**config.mk**
```make
export PLATFORM = sky130hd
export DESIGN_NAME = eq_scheduler
export DESIGN_NICKNAME = d
export VERILOG_FILES = /design/src/rtl/eq_sched_pkg.sv /design/src/rtl/eq_watchdog.sv /design/src/rtl/eq_scheduler.sv
export SDC_FILE = /design/constraint.sdc
export NUM_CORES = 1
export LEC_CHECK = 0
export BUFFER_PORTS_ARGS = -buffer_cell sky130_fd_sc_hd__buf_4
export CORE_MARGIN = 4
export CORE_UTILIZATION = 28
export DETAILED_ROUTE_END_ITERATION = 12
export SYNTH_ARGS = -nofsm -noshare
export SYNTH_HDL_FRONTEND = slang
export SYNTH_SLANG_ARGS = --single-unit
```
**constraint.sdc**
```tcl
create_clock -name clk -period 3.15 [get_ports clk]
set_input_delay 0.315 -clock clk [delete_from_list [all_inputs] [get_ports clk]]
set_output_delay 0.315 -clock clk [all_outputs]
set_load 0.01 [all_outputs]
```
**src/rtl/eq_sched_pkg.sv**
```systemverilog
// eq_sched_pkg
//   Shared definitions for the equation-datapath scheduler: FSM state
//   encoding, requester IDs (which double as the dp_sel operand encoding),
//   the default watchdog limit and the watchdog counter width.
package eq_sched_pkg;

    typedef enum logic [1:0] {
        ST_IDLE   = 2'd0,
        ST_ISSUE  = 2'd1,
        ST_WAIT   = 2'd2,
        ST_RETIRE = 2'd3
    } state_t;

    // Requester identity; the numeric value is driven directly onto dp_sel.
    typedef enum logic [1:0] {
        ID_ALT  = 2'd0,
        ID_BAT  = 2'd1,
        ID_BIST = 2'd2
    } req_id_t;

    localparam int DEFAULT_TIMEOUT = 15;
    localparam int WDOG_W          = 8;

endpackage

```
**src/rtl/eq_watchdog.sv**
```systemverilog
// eq_watchdog
//   Counts datapath WAIT cycles that pass without completion and flags the
//   cycle on which the LIMIT-th such cycle occurs.
//   Ports:
//     clk, rst_n  clock, asynchronous active-low reset
//     clear       zero the counter (asserted while the operation is issued)
//     count_en    this cycle is a WAIT cycle without dp_done
//     expired     combinational: the current WAIT cycle is the LIMIT-th one
module eq_watchdog
    import eq_sched_pkg::*;
#(
    parameter int LIMIT = DEFAULT_TIMEOUT
) (
    input  logic clk,
    input  logic rst_n,
    input  logic clear,
    input  logic count_en,
    output logic expired
);

    // The counter holds the number of WAIT cycles already elapsed, so the
    // LIMIT-th cycle is the one where it still reads LIMIT-1.
    localparam logic [WDOG_W-1:0] LAST = WDOG_W'(LIMIT - 1);

    logic [WDOG_W-1:0] count;

    // NOTE: sequential state is always written with non-blocking assignments
    // so every flop samples pre-edge values regardless of block ordering.
    always_ff @(posedge clk or negedge rst_n) begin
        if (!rst_n) begin
            count <= '0;
        end else if (clear) begin
            count <= '0;
        end else if (count_en && !expired) begin
            count <= count + 1'b1;
        end
    end

    assign expired = count_en && (count == LAST);

endmodule

```
**src/rtl/eq_scheduler.sv**
```systemverilog
// eq_scheduler
//   Arbitrates the shared equation datapath between altitude, battery and
//   BIST requesters and sequences each operation with a start/done handshake
//   guarded by a watchdog.
//   Ports:
//     clk, rst_n                     clock, asynchronous active-low reset
//     enable                         permits altitude/battery grants
//     req_alt, req_bat, req_bist     level requests (BIST has priority and
//                                    ignores enable)
//     dp_start                       one-cycle start pulse to the datapath
//     dp_sel                         operand select, held ISSUE..RETIRE
//     dp_done                        datapath completion pulse
//     done_alt, done_bat, done_bist  one-cycle completion pulse to the owner
//     err_pulse                      one-cycle watchdog abort pulse
//     timeout_err                    sticky abort flag
//     busy                           operation in flight
//     op_count                       completed operations, wraps at 256
module eq_scheduler
    import eq_sched_pkg::*;
#(
    parameter int TIMEOUT = DEFAULT_TIMEOUT
) (
    input  logic       clk,
    input  logic       rst_n,
    input  logic       enable,
    input  logic       req_alt,
    input  logic       req_bat,
    input  logic       req_bist,
    output logic       dp_start,
    output logic [1:0] dp_sel,
    input  logic       dp_done,
    output logic       done_alt,
    output logic       done_bat,
    output logic       done_bist,
    output logic       err_pulse,
    output logic       timeout_err,
    output logic       busy,
    output logic [7:0] op_count
);

    state_t  state;
    req_id_t owner;
    req_id_t last_served;

    logic    grant_valid;
    req_id_t grant_id;
    logic    wd_expired;

    // The registered owner is the operand select; it only changes on a grant,
    // so dp_sel is stable from ISSUE through RETIRE.
    assign dp_sel = owner;

    // Arbitration: BIST first, then altitude/battery when enabled, with ties
    // going to whichever of the two was not served last.
    // NOTE: every variable written here gets a default first so no path
    // leaves it unassigned, which would otherwise infer a latch.
    always_comb begin
        grant_valid = 1'b0;
        grant_id    = ID_ALT;
        if (req_bist) begin
            grant_valid = 1'b1;
            grant_id    = ID_BIST;
        end else if (enable && req_alt && req_bat) begin
            grant_valid = 1'b1;
            grant_id    = (last_served == ID_ALT) ? ID_BAT : ID_ALT;
        end else if (enable && req_alt) begin
            grant_valid = 1'b1;
            grant_id    = ID_ALT;
        end else if (enable && req_bat) begin
            grant_valid = 1'b1;
            grant_id    = ID_BAT;
        end
    end

    eq_watchdog #(
        .LIMIT (TIMEOUT)
    ) u_watchdog (
        .clk      (clk),
        .rst_n    (rst_n),
        .clear    (state == ST_ISSUE),
        .count_en ((state == ST_WAIT) && !dp_done),
        .expired  (wd_expired)
    );

    // All outputs are registered: pulses are set on the edge entering the
    // state in which they are visible and defaulted low every other cycle.
    always_ff @(posedge clk or negedge rst_n) begin
        if (!rst_n) begin
            state       <= ST_IDLE;
            owner       <= ID_ALT;
            last_served <= ID_BAT;
            dp_start    <= 1'b0;
            done_alt    <= 1'b0;
            done_bat    <= 1'b0;
            done_bist   <= 1'b0;
            err_pulse   <= 1'b0;
            timeout_err <= 1'b0;
            busy        <= 1'b0;
            op_count    <= 8'd0;
        end else begin
            dp_start  <= 1'b0;
            done_alt  <= 1'b0;
            done_bat  <= 1'b0;
            done_bist <= 1'b0;
            err_pulse <= 1'b0;

            case (state)
                ST_IDLE: begin
                    if (grant_valid) begin
                        state    <= ST_ISSUE;
                        owner    <= grant_id;
                        dp_start <= 1'b1;
                        busy     <= 1'b1;
                    end
                end

                ST_ISSUE: begin
                    state <= ST_WAIT;
                end

                ST_WAIT: begin
                    // Completion is tested first so a dp_done on the final
                    // watchdog cycle still counts as success.
                    if (dp_done) begin
                        state    <= ST_RETIRE;
                        op_count <= op_count + 8'd1;
                        case (owner)
                            ID_ALT:  done_alt  <= 1'b1;
                            ID_BAT:  done_bat  <= 1'b1;
                            default: done_bist <= 1'b1;
                        endcase
                        if (owner != ID_BIST) begin
                            last_served <= owner;
                        end
                    end else if (wd_expired) begin
                        state       <= ST_RETIRE;
                        err_pulse   <= 1'b1;
                        timeout_err <= 1'b1;
                        if (owner != ID_BIST) begin
                            last_served <= owner;
                        end
                    end
                end

                ST_RETIRE: begin
                    state <= ST_IDLE;
                    busy  <= 1'b0;
                end

                default: begin
                    state <= ST_IDLE;
                    busy  <= 1'b0;
                end
            endcase
        end
    end

endmodule

```
## Word-level counts from Yosys, hierarchy flattened

Cells that the tools add are included.

- Reduce and logical (&&, ||, !) cells: 21
- $add $sub $neg: 2
- Bitwise operators: 1
- Mux-type cells: 34
- Equal/unequal tests: 8

Operator list:

| cell | number |
|---|---|
| 2-to-1 mux 1 bit | 23 |
| adder 8 x 1 -> 8 bit, second input constant | 2 |
| 2-to-1 mux 8 bit | 2 |
| 2-to-1 mux 2 bit | 7 |
| AND reduction 2 bit | 5 |
| == test 8 x 4 -> 1 bit, second input constant | 1 |
| one-hot mux 2 bit (4 select lines) | 1 |
| logical AND 1 bit | 6 |
| logical NOT 2 bit | 3 |
| nonzero test 2 bit | 3 |
| == test 2 x 1 -> 1 bit, second input constant | 2 |
| == test 2 bit, second input constant | 2 |
| inequality test 2 bit, second input constant | 2 |
| inequality test 3 x 2 -> 1 bit, second input constant | 1 |
| AND reduction 3 bit | 1 |
| logical NOT 1 bit | 2 |
| one-hot mux 1 bit (2 select lines) | 1 |
| OR reduction 2 bit | 1 |
| NOT 1 bit | 1 |

- Flip-flop bits (word level): 29
- Logic and storage cells: 78
- Input bits: 7
- Output and inout port bits: 17

## Longest topological paths before layout

Gate-level depths: netlist of run 1.

- Depth after elaboration: 7
- Depth in mapped cells: 6
- Gate-level depth less buffers: 5

## Cells and area by module

From an unflattened synthesis of run 1, not the netlist that was laid out.

- Cell total of the unflattened synthesis: 128
- Area, all modules: 1423.9 µm²

Modules (own cells, without submodules):

| module | cells each | instances | area an instance (µm²) |
|---|---|---|---|
| eq_scheduler | 79 | 1 | 949.7 |
| eq_watchdog | 49 | 1 | 474.2 |

## Worst setup path before layout of run 1

Ideal clock, no wire load.

- Path type: register to register
- From: register state[0]
- To: register op_count[7]
- Slack: 1.565 ns
- Clock period less this slack: 1.585 ns
- Cell stages (with the launch flop): 6
- Setup time: 0.124 ns
- Data required time: 3.026 ns
- Arrival time: 1.461 ns
- Cells stage by stage: dfrtp_1 > inv_1 > ha_1 > and4_1 > or3b_2 > xnor2_1

- Cells in the longest elaborated chain, start to end: 2

Ends and longest elaborated chain:

| element | RTL line | RTL |
|---|---|---|
| from (decl) | eq_scheduler.sv:41 | `state_t state;` |
| from (signal assigned) | eq_scheduler.sv:89 | `state <= ST_IDLE;` |
| from (signal assigned) | eq_scheduler.sv:110 | `state <= ST_ISSUE;` |
| from (signal assigned) | eq_scheduler.sv:118 | `state <= ST_WAIT;` |
| == test 2 bit | eq_scheduler.sv:107 | `case (state)` |
| AND reduction 2 bit (no source line) | n/a |  |
| to (signal assigned) | eq_scheduler.sv:126 | `op_count <= op_count + 8'd1;` |
| to (decl) | eq_scheduler.sv:38 | `output logic [7:0] op_count` |

No other way between the ends.
A chain may end at the register's enable or synchronous reset.

## Worst setup path after layout of run 1

- From: register state[0]
- To: register u_watchdog.count[0]

- Cells in the longest elaborated chain, start to end: 6

Ends and longest elaborated chain:

| element | RTL line | RTL |
|---|---|---|
| == test 2 bit | eq_scheduler.sv:81 | `.count_en ((state == ST_WAIT) && !dp_done),` |
| logical AND 1 bit | eq_scheduler.sv:81 |  |
| logical AND 1 bit | eq_watchdog.sv:39 | `assign expired = count_en && (count == LAST);` |
| logical NOT 1 bit | eq_watchdog.sv:34 | `end else if (count_en && !expired) begin` |
| logical AND 1 bit | eq_watchdog.sv:34 |  |
| nonzero test 2 bit (no source line) | n/a |  |
| to (signal assigned) | eq_watchdog.sv:35 | `count <= count + 1'b1;` |
| to (decl) | eq_watchdog.sv:25 | `logic [WDOG_W-1:0] count;` |

Several ways; a longest one is shown, not always the timed one.

==> results.toml, run 1 <==
[pwr]
ir_drop_mv = 0.1958
power_density_mw_per_mm2 = 741.1
leakagePower_nw = 0.8139

[sta]
hold_viol = 0
period_needed_ns = 1.979
slew_violations = 0
rsz0062_at_grt = "false"
fmax_ghz = 0.5052
max_slew.worst_pin.slew_ns = 0.4554
setup_viol = 0
relSlewSlack = 0.6932
tns_ns = 0
fin_crit_sh = 0.6283
skew_ns = 0.002586

[clocking]
clk_pin_slew_ns = 0.06
cts_tree = "done"
cts.sinks = 29
numCtsBuffers = 5
cts_resized = 0
clk_path_buf_depth = 2
clockRootBuffer = "clkbuf_8"
h-tree-depth = 2
insertion_delay_ns = 0.28

[critical_path]
r2r_slack_ns = 1.17
path_buf_inv = 1
worstPathRequired_ns = 3.32
path_class = "reg -> reg"
r2r_end = "u_watchdog.count[0]$_DFFE_PN0P_"
end_kind = "flip-flop"
timing.rr.start = "state[0]$_DFFE_PN0P_"
r2r_cells = 5
crit_fanout = 12
max_stage_delay_ns = 0.41
startpoint_type = "flip-flop"
cp.arrival_ns = 2.15
path_cells = "inv_1 > ha_1 > nand2b_1 > a21oi_1 > mux2_2"
cpLargestDelayFamily = "flip-flops"
slowest_stage = "dfrtp_1"

[floorplan]
placementRows = 26
dieArea_sq_mm = 0.006553
start_util = 0.2899
ios = 24
coreArea_sq_mm = 0.005140
die_h_um = 80.95
die-width_um = 80.95

[yosys]
synth_xor_area_frac = 0.04114
synth_top_family_by_area = "simple AND/OR/NAND/NOR gates"
synthMuxAreaShare = 0.04534
syn_area_sq_mm = 0.001490
syn_nets = 154
yosys.area_share.simple = 0.1973
seq_area_frac_synth = 0.4878
ys_seq_elements = 29
syn_avg_cell_area_sq_um = 10.72
yosysWarnings = 0
synth_adder_area_share = 0.06717
netlist_instances = 139
synth-compound-area-share = 0.1301
yosysUniqueCellTypes = 40

[placement]
dp_hpwl_mm = 2.189
port_buffers = 23
postPlaceCellArea_sq_mm = 0.001738
place_congestion = 0.7979

[finish]
layout_common_cells = "28 x dfrtp_1, 23 x buf_4, 9 x inv_1, 9 x o21ai_0"
fin_area_sq_mm = 0.001831
diodes = 0
nNetsFinal = 182
fill_cells = 529
syn2layout_area_growth_pct = 22.84
drive_gt1_frac = 0.2440
mostFrequentLayoutCell = "dfrtp_1"

[run_status]
status = "finished clean"

[min_path]
min_path_cells = 2
worstHoldPathType = "in -> reg"
holdCritStartpoint = "req_bist"
min_to = "dp_sel[1]$_DFFE_PN0P_"

[grt]
grt_pass1_wl_mm = 5.244
grt.overflow.total = 0
grt_pass1_vias = 1173
antenna_found_initial = 0
grt_use_total = 0.1047
grt_max_degree = 30

[routing]
ant_nets = 0
vias_per_cell = 4.752
avgRoutedWirePerCell_um = 12.52
route.met3.wl_um = 161
post-route-drc-count = 0
wl_mm = 2.979
drtIter0Drc = 43
num_vias = 1131
maxUsedRoutingLayer = "met4"
dr.pass1.iters = 5
wl_met2_mm = 1.462
met1_length_mm = 1.283

[job]
maxCapViolCount = 0
==> flip-flops by register name, indices dropped and copies added (netlist names) <==
signal            cells
err_pulse             1
last_served           2
op_count              8
u_watchdog.count      8
done_alt              1
busy                  1
dp_sel                2
state                 2
done_bist             1
done_bat              1
dp_start              1
timeout_err           1
==> layer usage <==
layer	up-vias	GRT usage
met4	0	0.04561
met3	8	0.03659
met2	25	0.1749
met1	542	0.1209
li1	556	-
met5	-	0
==> final cells by class <==
| cell class | instances | area, sq um | area share |
|---|---|---|---|
| Timing Repair Buffer | 24 | 182.7 | 0.09979 |
| Sequential cell | 29 | 726.9 | 0.3971 |
| Clock buffer | 6 | 72.57 | 0.03964 |
| Clock inverter | 2 | 10.01 | 0.005468 |
| Inverter | 9 | 33.78 | 0.01846 |
| Tap cell | 70 | 87.58 | 0.04785 |
| Multi-Input combinational cell | 98 | 716.9 | 0.3917 |
==> power by group <==
| group | leakage [nW] | internal (mW) | switching, mW |
|---|---|---|---|
| Combinational | 0.392 | 0.242 | 0.252 |
| Sequential | 0.377 | 0.470 | 0.104 |
| Clock | 0.0450 | 0.153 | 0.136 |
==> how the worst max path moves through the flow <==
| stage | endpoint | slack [ns] | from | depth (start not counted) |
|---|---|---|---|---|
| after floorplan | op_count[7]$_DFFE_PN0P_ | 1.56 | state[0]$_DFFE_PN0P_ | 5 |
| after global placement | u_watchdog.count[1]$_DFFE_PN0P_ | 1.22 | state[0]$_DFFE_PN0P_ | 5 |
| after detailed placement | u_watchdog.count[1]$_DFFE_PN0P_ | 1.16 | state[0]$_DFFE_PN0P_ | 5 |
| after CTS | u_watchdog.count[1]$_DFFE_PN0P_ | 1.16 | state[0]$_DFFE_PN0P_ | 5 |
| after global routing | u_watchdog.count[1]$_DFFE_PN0P_ | 1.01 | state[0]$_DFFE_PN0P_ | 5 |
| final | u_watchdog.count[0]$_DFFE_PN0P_ | 1.17 | state[0]$_DFFE_PN0P_ | 5 |
==> logic make-up (layout without fill, tap and decap cells) <==
kind of cell	Yosys count	in the layout
AO/OA/AOI/OAI	30	30
XOR/XNOR	7	7
multiplexers	6	6
AND/OR/NAND/NOR	47	47
buffers and inverters	12	41
flip-flops	29	29
adder cells (fa/ha/maj)	8	8
==> through the flow <==
| step | setup WS [ns] | power (mW) | utilization | std cells | hold WS (ns) |
|---|---|---|---|---|---|
| final | 1.171 | 1.357 | 0.3561 | 238 | 0.3128 |
| after global routing | 1.008 | 1.478 | 0.3561 | 238 | 0.3120 |
| after CTS | 1.156 | 1.380 | 0.3561 | 238 | 0.3062 |
| after detailed placement | 1.159 | 1.081 | 0.3381 | 229 | 0.2598 |
| after global placement | 1.218 | 1.071 | 0.3381 | 229 | 0.2601 |
| after floorplan | 1.565 | 0.8893 | - | 139 | 0.01941 |
==> synthesized netlist by cell type <==
cell      count  share of area
nand3_1       4          0.013
clkbuf_1      2         0.0050
nor4_1        2         0.0084
nor2_1        8          0.020
nand3b_1      2          0.010
nand2_1       6          0.015
xnor2_1       6          0.035
o21a_1        1         0.0050
o21ai_0       9          0.030
o31a_1        1         0.0059
dfrtp_1      28           0.47
dfstp_2       1          0.018
a22o_1        1         0.0059
buf_2         1         0.0034
xor2_1        1         0.0059
a31oi_1       2         0.0084
inv_1         9          0.023
and4b_1       1         0.0067
nor2b_1       7          0.029
and3_1        1         0.0042
nand4_1       2         0.0084
and3b_1       1         0.0059
nor4b_4       1          0.016
a41oi_1       1         0.0059
or4_1         1         0.0050
a21oi_1       6          0.020
or3_1         1         0.0042
o31ai_2       1         0.0084
ha_1          8          0.067
o211ai_1      3          0.015
a211oi_1      4          0.020
nand2b_1      2         0.0084
mux2_2        6          0.045
nand4b_1      1         0.0059
o21bai_1      1         0.0050
or3b_2        1         0.0059
and4_1        1         0.0059
nor3b_1       1         0.0050
or4b_4        1         0.0092
nor3_1        3          0.010
==> timing repair <==
item / 4_1_cts / 5_1_grt
hold endpoints to repair: 28 / 0
buffers inserted: 0 / 0
hold buffers: 1 / 0
Power figures use the tool's default switching activity.
==> inputs of run 2 (changes only) <==
- clock period: 3.15 -> 1.6 ns (I/O delays scaled with it)
==> run 2 against run 1 <==
Worst hold slack lost 0.12 ns; clock power is 110% higher; critical path depth stayed put; via count is 4.2% higher.
==> results.toml, run 2 (synthesized netlist as in run 1, its figures left out) <==
[floorplan]
die_h_um = 80.95
dieArea_sq_mm = 0.006553
coreArea_sq_mm = 0.005140
ios = 24
placementRows = 26
die-width_um = 80.95
start_util = 0.2899

[grt]
grt_pass1_vias = 1203
grt_max_degree = 30
grt.overflow.total = 0
grt_pass1_wl_mm = 5.388
grt_use_total = 0.1057
antenna_found_initial = 0

[routing]
post-route-drc-count = 0
drtIter0Drc = 38
ant_nets = 0
dr.pass1.iters = 4
wl_mm = 3.120
num_vias = 1178
vias_per_cell = 4.638
avgRoutedWirePerCell_um = 12.28

[finish]
diodes = 0
multi_input_area_sq_um = 777.0
nNetsFinal = 198
post-route-util = 0.3926
stdcell_count = 254
reg_top3 = "op_count x8, u_watchdog.count x8"
mostFrequentLayoutCell = "buf_4"
drive_gt1_frac = 0.3641
syn2layout_area_growth_pct = 35.43
layout_common_cells = "39 x buf_4, 28 x dfrtp_1, 8 x nor2_1, 8 x o21ai_0, 7 x inv_1"
regArea_sq_um = 726.9
fill_cells = 513

[run_status]
status = "finished clean"

[clocking]
numCtsBuffers = 5
clk_path_buf_depth = 2
clk_pin_slew_ns = 0.06
clockRootBuffer = "clkbuf_8"
insertion_delay_ns = 0.27
cts_tree = "done"
cts.sinks = 29
h-tree-depth = 2

[sta]
slew_violations = 0
fin_crit_sh = 0.9746
setup_viol = 0
setup_slack_ns = 0.04057
max_slew.worst_pin.slew_ns = 0.3891
period_needed_ns = 1.559
fmax_ghz = 0.6413
hold_viol = 0
relSlewSlack = 0.7379
skew_ns = 0.006996
rsz0062_at_grt = "true"

[critical_path]
path_class = "reg -> reg"
path_cells = "inv_2 > ha_4 > and4_1 > or3b_2 > xnor2_1"
startpoint_type = "flip-flop"
path_buf_inv = 1
worstPathRequired_ns = 1.76
slowest_stage = "or3b_2"
r2r_slack_ns = 0.04
end_kind = "flip-flop"
cp.arrival_ns = 1.72
crit_fanout = 7
cpLargestDelayFamily = "simple AND/OR/NAND/NOR gates"
max_stage_delay_ns = 0.46

[placement]
place_congestion = 0.8207
pre_cts_slack_ns = -0.1208
port_buffers = 23
dp_hpwl_mm = 2.256
dp_cells = 241

[min_path]
worstHoldPathType = "in -> reg"

[pwr]
power_mw = 3.022
ir_drop_mv = 0.4451
leakagePower_nw = 0.9010
power_density_mw_per_mm2 = 1497

[job]
maxCapViolCount = 0
==> run 2: power by group <==
group / internal [mW] / switching, mW / total [mW]
clock: 0.350 / 0.256 / 0.606
sequential: 0.926 / 0.183 / 1.11
combinational: 0.708 / 0.599 / 1.31
==> run 2: timing repair <==
item / CTS / global route
buffers inserted: 2 / 2
hold buffers: 1 / 0
endpoints found under the hold margin: 28 / 0
endpoints found under the setup margin: 9 / 11
cloned: 0 / 0
pin swaps: 1 / 3
resized for setup: 3 / 12
==> run 2: final timing paths <==
kind / startpoint / end / depth (start not counted)
max: state[0]$_DFFE_PN0P_ / op_count[7]$_DFFE_PN0P_ / 5
min: req_bist / dp_start$_DFF_PN0_ / 3
max reg2reg: state[0]$_DFFE_PN0P_ / op_count[7]$_DFFE_PN0P_ / 5
min reg2reg: timeout_err$_DFFE_PN0P_ / timeout_err$_DFFE_PN0P_ / 1
max in group asynchronous: rst_n / last_served[0]$_DFFE_PN1P_ / 2
min in group asynchronous: rst_n / op_count[3]$_DFFE_PN0P_ / 2
==> run 2: through the flow <==
step           area, sq um  hold WS [ns]   TNS, ns
2_1_floorplan         1490       -0.1356         0
3_5_place_dp          1828        0.1039   -0.6720
6_report              2018        0.1899         0
4_1_cts               1956        0.1573         0
3_3_place_gp          1828        0.1052   -0.3897
5_1_grt               2018        0.2014  -0.06335
==> run 2: tightest hold or removal path: stages <==
cell,delay (ns)
buf_4,0.12
o21ai_2,0.09
inv_1,0.05
==> run 2: cell type report <==
class	instances	area share
clock buffers	8	0.04464
inverters	9	0.01674
multi-input cells	98	0.3850
flip-flops and latches	29	0.3602
well taps	70	0.04340
repair buffers	40	0.1500
==> run 2: layer usage <==
layer,share of wire,GRT usage,vias to the layer above
met4,0.013,0.03547,0
li1,-,-,588
met3,0.051,0.03437,4
met1,0.43,0.1253,565
met5,0,0,-
met2,0.51,0.1798,21
==> inputs of run 3 (changes only) <==
- PLACE_DENSITY_LB_ADDON: not set -> 0.12
==> run 3 against run 2 <==
Sequential power about the same; register-to-register slack about the same; largest cell class unchanged; critical path type unchanged; sequential share of layout area up 1.1 points; critical endpoint is now state[1]$_DFFE_PN0P_; clock-buffer cell count down 3; worst hold slack worse by 0.042 ns; core utilization down 1.2 points.
==> results.toml, run 3 (synthesized netlist as in run 1, its figures left out) <==
[finish]
regArea_sq_um = 726.9
syn2layout_area_growth_pct = 31.40
post-route-util = 0.3810
drive_gt1_frac = 0.3464
stdcell_count = 249
layout_common_cells = "34 x buf_4, 28 x dfrtp_1, 8 x inv_1, 8 x o21ai_0, 8 x nor2_1"
nNetsFinal = 193
reg_top3 = "op_count x8, u_watchdog.count x8"
fill_cells = 540
mostFrequentLayoutCell = "buf_4"
diodes = 0
fin_area_sq_mm = 0.001958
multi_input_area_sq_um = 758.2

[floorplan]
dieArea_sq_mm = 0.006553
start_util = 0.2899
placementRows = 26
die_h_um = 80.95
ios = 24
die-width_um = 80.95
coreArea_sq_mm = 0.005140

[critical_path]
end_kind = "flip-flop"
worstPathRequired_ns = 1.75
startpoint_type = "flip-flop"
cp.arrival_ns = 1.70
crit_fanout = 3
path_class = "reg -> reg"

[clocking]
clk_path_buf_depth = 2
cts_tree = "done"
clockRootBuffer = "clkbuf_8"
cts.sinks = 29
numCtsBuffers = 5
h-tree-depth = 2
insertion_delay_ns = 0.28
cts_setup_buffers = 0
clk_pin_slew_ns = 0.07

[sta]
fin_crit_sh = 0.9691
setup_viol = 0
skew_ns = 0.008450
setup_slack_ns = 0.04952
relSlewSlack = 0.7100
hold_viol = 0
fin_hold_ws_ns = 0.1478
rsz0062_at_grt = "true"
slew_violations = 0
max_slew.worst_pin.slew_ns = 0.4305
tns_ns = 0
fmax_ghz = 0.6450
period_needed_ns = 1.550

[pwr]
ir_drop_mv = 0.6994
p_seq_frac = 0.377
p_sw_mw = 1.066
power_density_mw_per_mm2 = 1496
internal-power_mw = 1.862
leakagePower_nw = 0.8679
p_comb_frac = 0.423
switching_share = 0.3641
power_mw = 2.929
clkPwrFrac = 0.200

[routing]
num_vias = 1173
avgRoutedWirePerCell_um = 13.43
post-route-drc-count = 0
wl_mm = 3.345
dr.pass1.iters = 4
vias_per_cell = 4.711
ant_nets = 0
drtIter0Drc = 46

[placement]
pre_cts_slack_ns = 0.003042
dp_hpwl_mm = 2.496
postPlaceCellArea_sq_mm = 0.001821
place_congestion = 0.7803
dp_cells = 240
port_buffers = 23

[min_path]
worstHoldPathType = "in -> reg"

[grt]
grt_pass1_vias = 1211
grt_use_total = 0.1152
grt.overflow.total = 0
grt_pass1_wl_mm = 5.740
antenna_found_initial = 0
grt_max_degree = 30

[job]
maxCapViolCount = 0

[run_status]
status = "finished clean"
[run 3: changes by cell type in the layout (fill, tap and decap cells not counted), sizes merged]
cell,change
clkinv,+2
buf,-5
clkbuf,-3
clkinvlp,+1
[run 3: worst paths after layout]
| check | from | end | slack, ns | cells after the start |
|---|---|---|---|---|
| max | u_watchdog.count[0]$_DFFE_PN0P_ | state[1]$_DFFE_PN0P_ | 0.05 | 5 |
| max in group asynchronous | rst_n | last_served[0]$_DFFE_PN1P_ | 0.93 | 2 |
| max reg2reg | u_watchdog.count[0]$_DFFE_PN0P_ | state[1]$_DFFE_PN0P_ | 0.05 | 5 |
| min | req_bist | dp_sel[1]$_DFFE_PN0P_ | 0.15 | 2 |
| min reg2reg | timeout_err$_DFFE_PN0P_ | timeout_err$_DFFE_PN0P_ | 0.47 | 1 |
| min in group asynchronous | rst_n | dp_start$_DFF_PN0_ | 0.36 | 2 |
[run 3: per-layer routing]
metal	routed length (um)	track usage	vias up	part of all wire
li1	-	-	577	-
met1	1559	0.1434	569	0.47
met2	1581	0.1864	20	0.47
met3	152	0.03437	7	0.045
met4	51	0.04561	0	0.015
met5	0	0	-	0
[run 3: power by group through the flow]
stage               combinational [mW]  sequential, mW  clock, mW
floorplan                        0.602            1.15          0
finish                            1.24            1.11      0.585
detailed placement                1.20            1.11          0
global placement                  1.17            1.11          0
global route                      1.39            1.15      0.645
CTS                               1.21            1.10      0.610
[run 3: layout make-up]
type	count	area share
multi-input combinational	98	0.3872
sequential	29	0.3712
timing repair buffer	35	0.1355
tap	70	0.04473
clock buffer	5	0.03514
inverter	9	0.01725
clock inverter	3	0.008946
[run 3: repair_timing]
action / CTS / global route
endpoints found under the setup margin: 7 / 13
hold endpoints to repair: 28 / 0
hold buffers: 1 / 0
pin swaps: 1 / 2
gates resized for setup: 2 / 9
[run 3: worst max-delay path, cell delays in order (launching register included)]
cell and delay (ns):
dfrtp_1 0.38, inv_1 0.08, ha_2 0.18, or4b_4 0.49, o211ai_1 0.18, o211ai_1 0.11
